$ cat config.mk
export PLATFORM = sky130hd
export DESIGN_NAME = seg7_mmio_responder
export DESIGN_NICKNAME = d
export VERILOG_FILES = /design/src/rtl/seg7_mmio_responder.sv
export SDC_FILE = /design/constraint.sdc
export NUM_CORES = 1
export LEC_CHECK = 0
export ABC_AREA = 1
export CORE_MARGIN = 1.5
export CORE_UTILIZATION = 35
export DETAILED_ROUTE_END_ITERATION = 10
export MAX_ROUTING_LAYER = met4
export PLACE_DENSITY = 0.57
export SYNTH_ARGS = -nofsm -noshare
export SYNTH_HDL_FRONTEND = slang
export SYNTH_SLANG_ARGS = --single-unit
$ cat constraint.sdc
create_clock -name clk_i -period 4.4 [get_ports clk_i]
set_input_delay 0.88 -clock clk_i [delete_from_list [all_inputs] [get_ports clk_i]]
set_output_delay 0.88 -clock clk_i [all_outputs]
set_load 0.05 [all_outputs]
$ cat src/rtl/seg7_mmio_responder.sv
// Memory-mapped driver for an 8-digit multiplexed 7-segment display.
// The CPU writes hex digits and a digit mask; the block scans one digit at a time.
module seg7_mmio_responder #(
  parameter logic [31:0] BASE_ADDR = 32'hFFFF_F000,
  parameter int          SCAN_DIV  = 20000
) (
  input  logic        clk_i,
  input  logic        rst_i,
  input  logic [31:0] addr_i,
  input  logic        we_i,
  input  logic [31:0] wdata_i,
  output logic [31:0] rdata_o,
  output logic [7:0]  led_en_o,
  output logic [7:0]  led_seg_o
);

  typedef enum logic [1:0] {
    REG_DATA   = 2'd0,
    REG_CTRL   = 2'd1,
    REG_STATUS = 2'd2,
    REG_RSVD   = 2'd3
  } reg_sel_t;

  localparam logic [19:0] PRESC_LAST = 20'(SCAN_DIV - 1);

  logic [31:0] data_q;
  logic [7:0]  mask_q;
  logic        blank_q;
  logic [19:0] presc_q;
  logic [2:0]  idx_q;

  logic [31:0] offset;
  logic        in_window;
  reg_sel_t    sel;
  logic        data_we;
  logic        ctrl_we;
  logic        scan_wrap;
  logic        digit_on;
  logic [3:0]  nibble;
  logic        unused_byte_lanes;

  // Unsigned subtraction makes addresses below the base wrap far out of the window.
  assign offset            = addr_i - BASE_ADDR;
  assign in_window         = (offset[31:4] == 28'd0);
  assign sel               = reg_sel_t'(offset[3:2]);
  assign unused_byte_lanes = ^offset[1:0];

  assign data_we   = we_i && in_window && (sel == REG_DATA);
  assign ctrl_we   = we_i && in_window && (sel == REG_CTRL);
  assign scan_wrap = (presc_q == PRESC_LAST);
  assign digit_on  = !blank_q && mask_q[idx_q];
  assign nibble    = data_q[{idx_q, 2'b00} +: 4];

  function automatic logic [7:0] seg_decode(input logic [3:0] value);
    case (value)
      4'h0: seg_decode = 8'hC0;
      4'h1: seg_decode = 8'hF9;
      4'h2: seg_decode = 8'hA4;
      4'h3: seg_decode = 8'hB0;
      4'h4: seg_decode = 8'h99;
      4'h5: seg_decode = 8'h92;
      4'h6: seg_decode = 8'h82;
      4'h7: seg_decode = 8'hF8;
      4'h8: seg_decode = 8'h80;
      4'h9: seg_decode = 8'h90;
      4'hA: seg_decode = 8'h88;
      4'hB: seg_decode = 8'h83;
      4'hC: seg_decode = 8'hC6;
      4'hD: seg_decode = 8'hA1;
      4'hE: seg_decode = 8'h86;
      default: seg_decode = 8'h8E;
    endcase
  endfunction

  always_comb begin
    // NOTE: default assignment first, so no path leaves rdata_o unassigned (no latch).
    rdata_o = 32'h0;
    if (in_window) begin
      case (sel)
        REG_DATA:   rdata_o = data_q;
        REG_CTRL:   rdata_o = {23'h0, blank_q, mask_q};
        REG_STATUS: rdata_o = {29'h0, idx_q};
        default:    rdata_o = 32'h0;
      endcase
    end
  end

  // Outputs are computed from pre-edge state, so an index or register change
  // reaches the display pins one cycle later.
  always_ff @(posedge clk_i) begin
    if (rst_i) begin
      data_q    <= 32'h0;
      mask_q    <= 8'hFF;
      blank_q   <= 1'b0;
      presc_q   <= 20'd0;
      idx_q     <= 3'd0;
      led_en_o  <= 8'hFF;
      led_seg_o <= 8'hFF;
    end else begin
      // NOTE: non-blocking assignments so every register samples pre-edge values.
      presc_q <= scan_wrap ? 20'd0 : presc_q + 20'd1;
      if (scan_wrap) idx_q <= idx_q + 3'd1;
      if (data_we) data_q <= wdata_i;
      if (ctrl_we) begin
        mask_q  <= wdata_i[7:0];
        blank_q <= wdata_i[8];
      end
      led_en_o  <= digit_on ? ~(8'b1 << idx_q) : 8'hFF;
      led_seg_o <= seg_decode(nibble);
    end
  end

endmodule

* After elaboration in Yosys (flattened, before gate mapping)
Memory sizes are Yosys's and may differ from the RTL's. A register that Yosys moved wholly into a read port is not among the register bits.
Index checks and enable logic that the tools add are counted.
** Operators by class
- Multiplexer cells :: 4
- Order comparisons :: 1
- Add/subtract/negate cells :: 3
- Bitwise gates (word level) :: 2
- Reduce and logical (&&, ||, !) cells :: 9
- Shifts and indexed selects :: 2
- Equality and inequality tests :: 3
** Operators by type and width (count)
- $pmux W32 S3 :: 1
- $mux W32 :: 1
- $shiftx A32 B6 Y4 :: 1
- $sub A32 B32 Y32 const B :: 1
- $logic_not A28 Y1 :: 1
- $add A20 B1 Y20 const B :: 1
- $eq A20 B15 Y1 const B :: 1
- $not A8 Y8 :: 1
- $shl A1 B3 Y8 const A :: 1
- $logic_and A1 B1 Y1 :: 4
- $lt A3 B4 Y1 const B :: 1
- $reduce_or A2 Y1 :: 2
- $add A3 B1 Y3 const B :: 1
- $bmux W1 S3 :: 1
- $eq A2 B1 Y1 const B :: 1
- $eq A2 B2 Y1 const B :: 1
- $logic_not A2 Y1 :: 1
- $logic_not A1 Y1 :: 1
- $mux W1 :: 1
- $not A1 Y1 :: 1
** Storage, ports and cells
- Word-level logic and storage cells :: 32
- Memories kept :: 1
- ROM bits :: 112
- Flip-flop bits (word level) :: 80
** Memories
- (name not given) :: words 16, width 7, rd ports 1, clocked after memory_dff 1, write ports 0, line 55 : case (value)

* Depth between registers and ports, before layout
- Word-level depth :: 5
- Mapped depth :: 15
- Mapped depth without buffers :: 14

* Least setup slack after synthesis
OpenSTA, ideal clock, no wires.
- Path type :: input-to-output
- Start point :: input addr_i[13]
- End point :: output rdata_o[31]
- Setup slack :: 0.487 ns
- Path buffers :: 1
- Data required time :: 3.520 ns
- Cell stages on the path :: 10
- Arrival :: 3.033 ns
- Path through :: nand2_1 > nor2_1 > nand3_1 > nor2_1 > xnor2_1 > nand3_1 > nor2_4 > buf_6 > inv_4 > nor3_1
** Between the ends
- Word-level cells in the longest chain between the ends :: 3
** Ends and longest elaborated chain
- start: declaration :: line 9 : input logic [31:0] addr_i,
- $sub A32 B32 Y32 :: line 43 : assign offset = addr_i - BASE_ADDR;
- $logic_not A28 Y1 :: line 44 : assign in_window = (offset[31:4] == 28'd0);
- $mux W32 :: line 78 : if (in_window) begin
- end: declaration :: line 12 : output logic [31:0] rdata_o,
No other way between the ends.

* Worst setup path after layout
- Start point :: input addr_i[22]
- End point :: output rdata_o[0]
The elaborated chain is that of the path after synthesis.

==> impl_metrics.toml <==
[setup_path]
worstSetupPathType = "in -> out"
worstPathArrival_ns = 3.12
critPathMaxStageDelay_ns = 0.56
startpoint = "addr_i[22]"
regToRegSetupSlack_ns = 1.20
critPathRequiredTime_ns = 3.52
timing.rr.start = "idx_q[1]"
cp_cell_sequence = "clkdlybuf4s50_1 > nand2_1 > nor2_2 > nand2_1 > o21ai_1 > nand2_1 > nor2_1 > nand3_1 > nor2_4 > inv_4 > a31oi_1 > buf_12"
cp_slowest_cell = "clkdlybuf4s50_1"
critPathLaunchType = "input pin"
end_kind = "output pin"
crit_fanout = 32
cpMostUsedCell = "nand2_1"

[logic_synthesis]
synth_top_area_share_pct = 34.6
ys_ff_latch = 79
synth.cell_area_um2 = 4570
synth_most_common_cell = "nand2_1"
ys_seq_area_share_pct = 34.6
synth_cell_types = 36
synth_edf_count = 0
synth_area_leaders = "dfxtp_1, nand2_1, nor2_1"
ys.warnings.count = 0
syn_area_per_cell_um2 = 6.53
syn_inst = 700
synth_fp_nets = 781
async_reset_ff_share_pct = 0
synthTopCellsByCount = "nand2_1, nor2_1, inv_1"
synth_ff_type = "dfxtp_1"
yosys.area.top_type = "dfxtp_1"

[floorplanning]
die_x_um = 117
die_area_um2 = 13700
rows = 41
core_area_um2 = 12700
io_pins = 115
initial_core_util_pct = 36.1
dieHeight_um = 117

[cts]
cts_tree = "built"
path_clk_slew_ns = 0.06
clock_path_buffers = 2
clock_latency_ns = 0.34
cts_htree_levels = 3
cts-root-buf = "clkbuf_16"
clock_sinks = 79
numCtsBuffers = 9
ctsHoldBuffers = 0

[power]
powerDensity_nw_per_um2 = 254
p_switching_w = 0.000382
combPwrFrac_pct = 8.8
p_leak_nw = 2.72
power_w = 0.00163
p_sw_share_pct = 23.4
p_int_w = 0.00125
clockPowerShare_pct = 46.8
pwr-share-seq_pct = 44.4
peakVddDrop_mv = 0.164

[placed_design]
placed_cell_area_um2 = 6110
io_buffers = 111
place_congestion = 0.829
hpwl_mm = 9.39

[sta]
timing.setup.tns_ns = 0
finalMaxSlewViolations = 0
rsz0062_at_grt = "false"
fmax_mhz = 250
fin_crit_sh_pct = 91.0
worstMarginPinSlew_ns = 0.734
layout_min_cycle_time_ns = 4.00
hold_viol_final = 0
skew_ns = 0.00873
setup_viol = 0
slew_headroom_pct = 51.0

[cells_and_area]
layout-drive-gt1-share_pct = 10.9
nNetsFinal = 882
diodes = 0
synthToLayoutAreaGrowth_pct = 40.6
design_area_um2 = 6420

[worst_hold_path]
hp-start = "presc_q[0]"
hold_class = "reg -> reg"

[route]
drt-vias-per-instance = 4.69
wl_per_cell_um = 13.1
drtIter0Drc = 202
dr.pass1.iters = 4
drc = 0
ant_nets = 0
wl_mm = 12.8
via_count = 4591

[status]
status = "finished clean"

[grt]
grt_util_all_layers_pct = 20.3
globalRouteOverflowTotal = 0
grt_max_degree = 49
antenna_found_initial = 0
grt_pass1_wl_mm = 21.2
grt_pass1_vias = 4501

[job]
cap_violations = 0
## through the flow
stage / util, % / worst slack [ns] / std cells / hold WS, ns
2_1_floorplan: - / 0.487 / 700 / 0.418
3_3_place_gp: 48.2 / 0.299 / 962 / 0.429
3_5_place_dp: 48.2 / 0.312 / 962 / 0.448
4_1_cts: 50.7 / 0.284 / 978 / 0.457
5_1_grt: 50.7 / 0.0732 / 978 / 0.476
6_report: 50.7 / 0.395 / 978 / 0.457
## placed cells by master (no fill, tap or decap), drive strengths merged, types with 4 or more instances in the layout
cell | Yosys | routed
nand3 | 34 | 34
inv | 85 | 86
dfxtp | 79 | 79
xnor2 | 4 | 4
nand4 | 18 | 18
nand2 | 177 | 177
a21oi | 35 | 35
o21ai | 38 | 38
clkinvlp | 0 | 4
clkbuf | 14 | 10
nor2 | 135 | 135
nor3 | 25 | 25
xor2 | 4 | 4
clkdlybuf4s50 | 0 | 79
buf | 14 | 39
ha | 14 | 14
## power groups by stage
stage | Combinational (W) | Clock (W) | Sequential (W)
2_1_floorplan | 0.0000462 | 0 | 0.000751
3_3_place_gp | 0.000142 | 0 | 0.000739
3_5_place_dp | 0.000143 | 0 | 0.000739
4_1_cts | 0.000144 | 0.000779 | 0.000723
5_1_grt | 0.000155 | 0.000811 | 0.000723
6_report | 0.000143 | 0.000763 | 0.000723
## cell type report
type | count | area, µm²
Clock buffer | 10 | 239
Multi-Input combinational cell | 507 | 2500
Sequential cell | 79 | 1580
Inverter | 86 | 325
Fill cell | 1272 | 6250
Timing Repair Buffer | 118 | 1500
Tap cell | 172 | 215
Clock inverter | 6 | 68.8
## final timing paths
kind / endpoint / cells after the start
worst max-delay path: rdata_o[0] / 12
worst min-delay path: presc_q[0] / 1
worst max register to register: led_seg_o[3] / 12
worst min register to register: presc_q[0] / 1
## worst max-delay path: cells and delay by family
| kind | cells | cell delay (ns) |
|---|---|---|
| AO/OA/AOI/OAI | 2 | 0.52 |
| AND/OR/NAND/NOR | 7 | 0.80 |
| buffers and inverters | 3 | 0.91 |
## cells by family (layout without fill, tap and decap cells)
family          count (synthesis)  in the layout  synth area share (%)
other cells                     1              1                0.0821
buf+inv                       114            220                  10.8
xor+xnor                        8              8                  1.53
fa+ha+maj                      14             14                  3.83
flops                          79             79                  34.6
simple gates                  398            398                  39.1
compound gates                 86             86                  9.99
## flip-flops by register name, summed over array words and instances (netlist names)
name and cells:
blank_q 1, idx_q 3, mask_q 8, led_seg_o 7
led_en_o 8, data_q 32, presc_q 20
## per-layer routing
layer,vias to the layer above,global-route usage (%),part of all wire [%]
met5,-,-,0
met4,0,6.75,1.6
met3,17,4.33,5.5
met2,121,32.3,45
met1,2047,25.5,48
li1,2406,-,-
## what timing repair did
item                       4_1_cts  5_1_grt
buffers inserted                 0        0
resized for setup                0        1
setup endpoints to repair        0        1
Note: power is estimated with default switching activity, not from simulation.
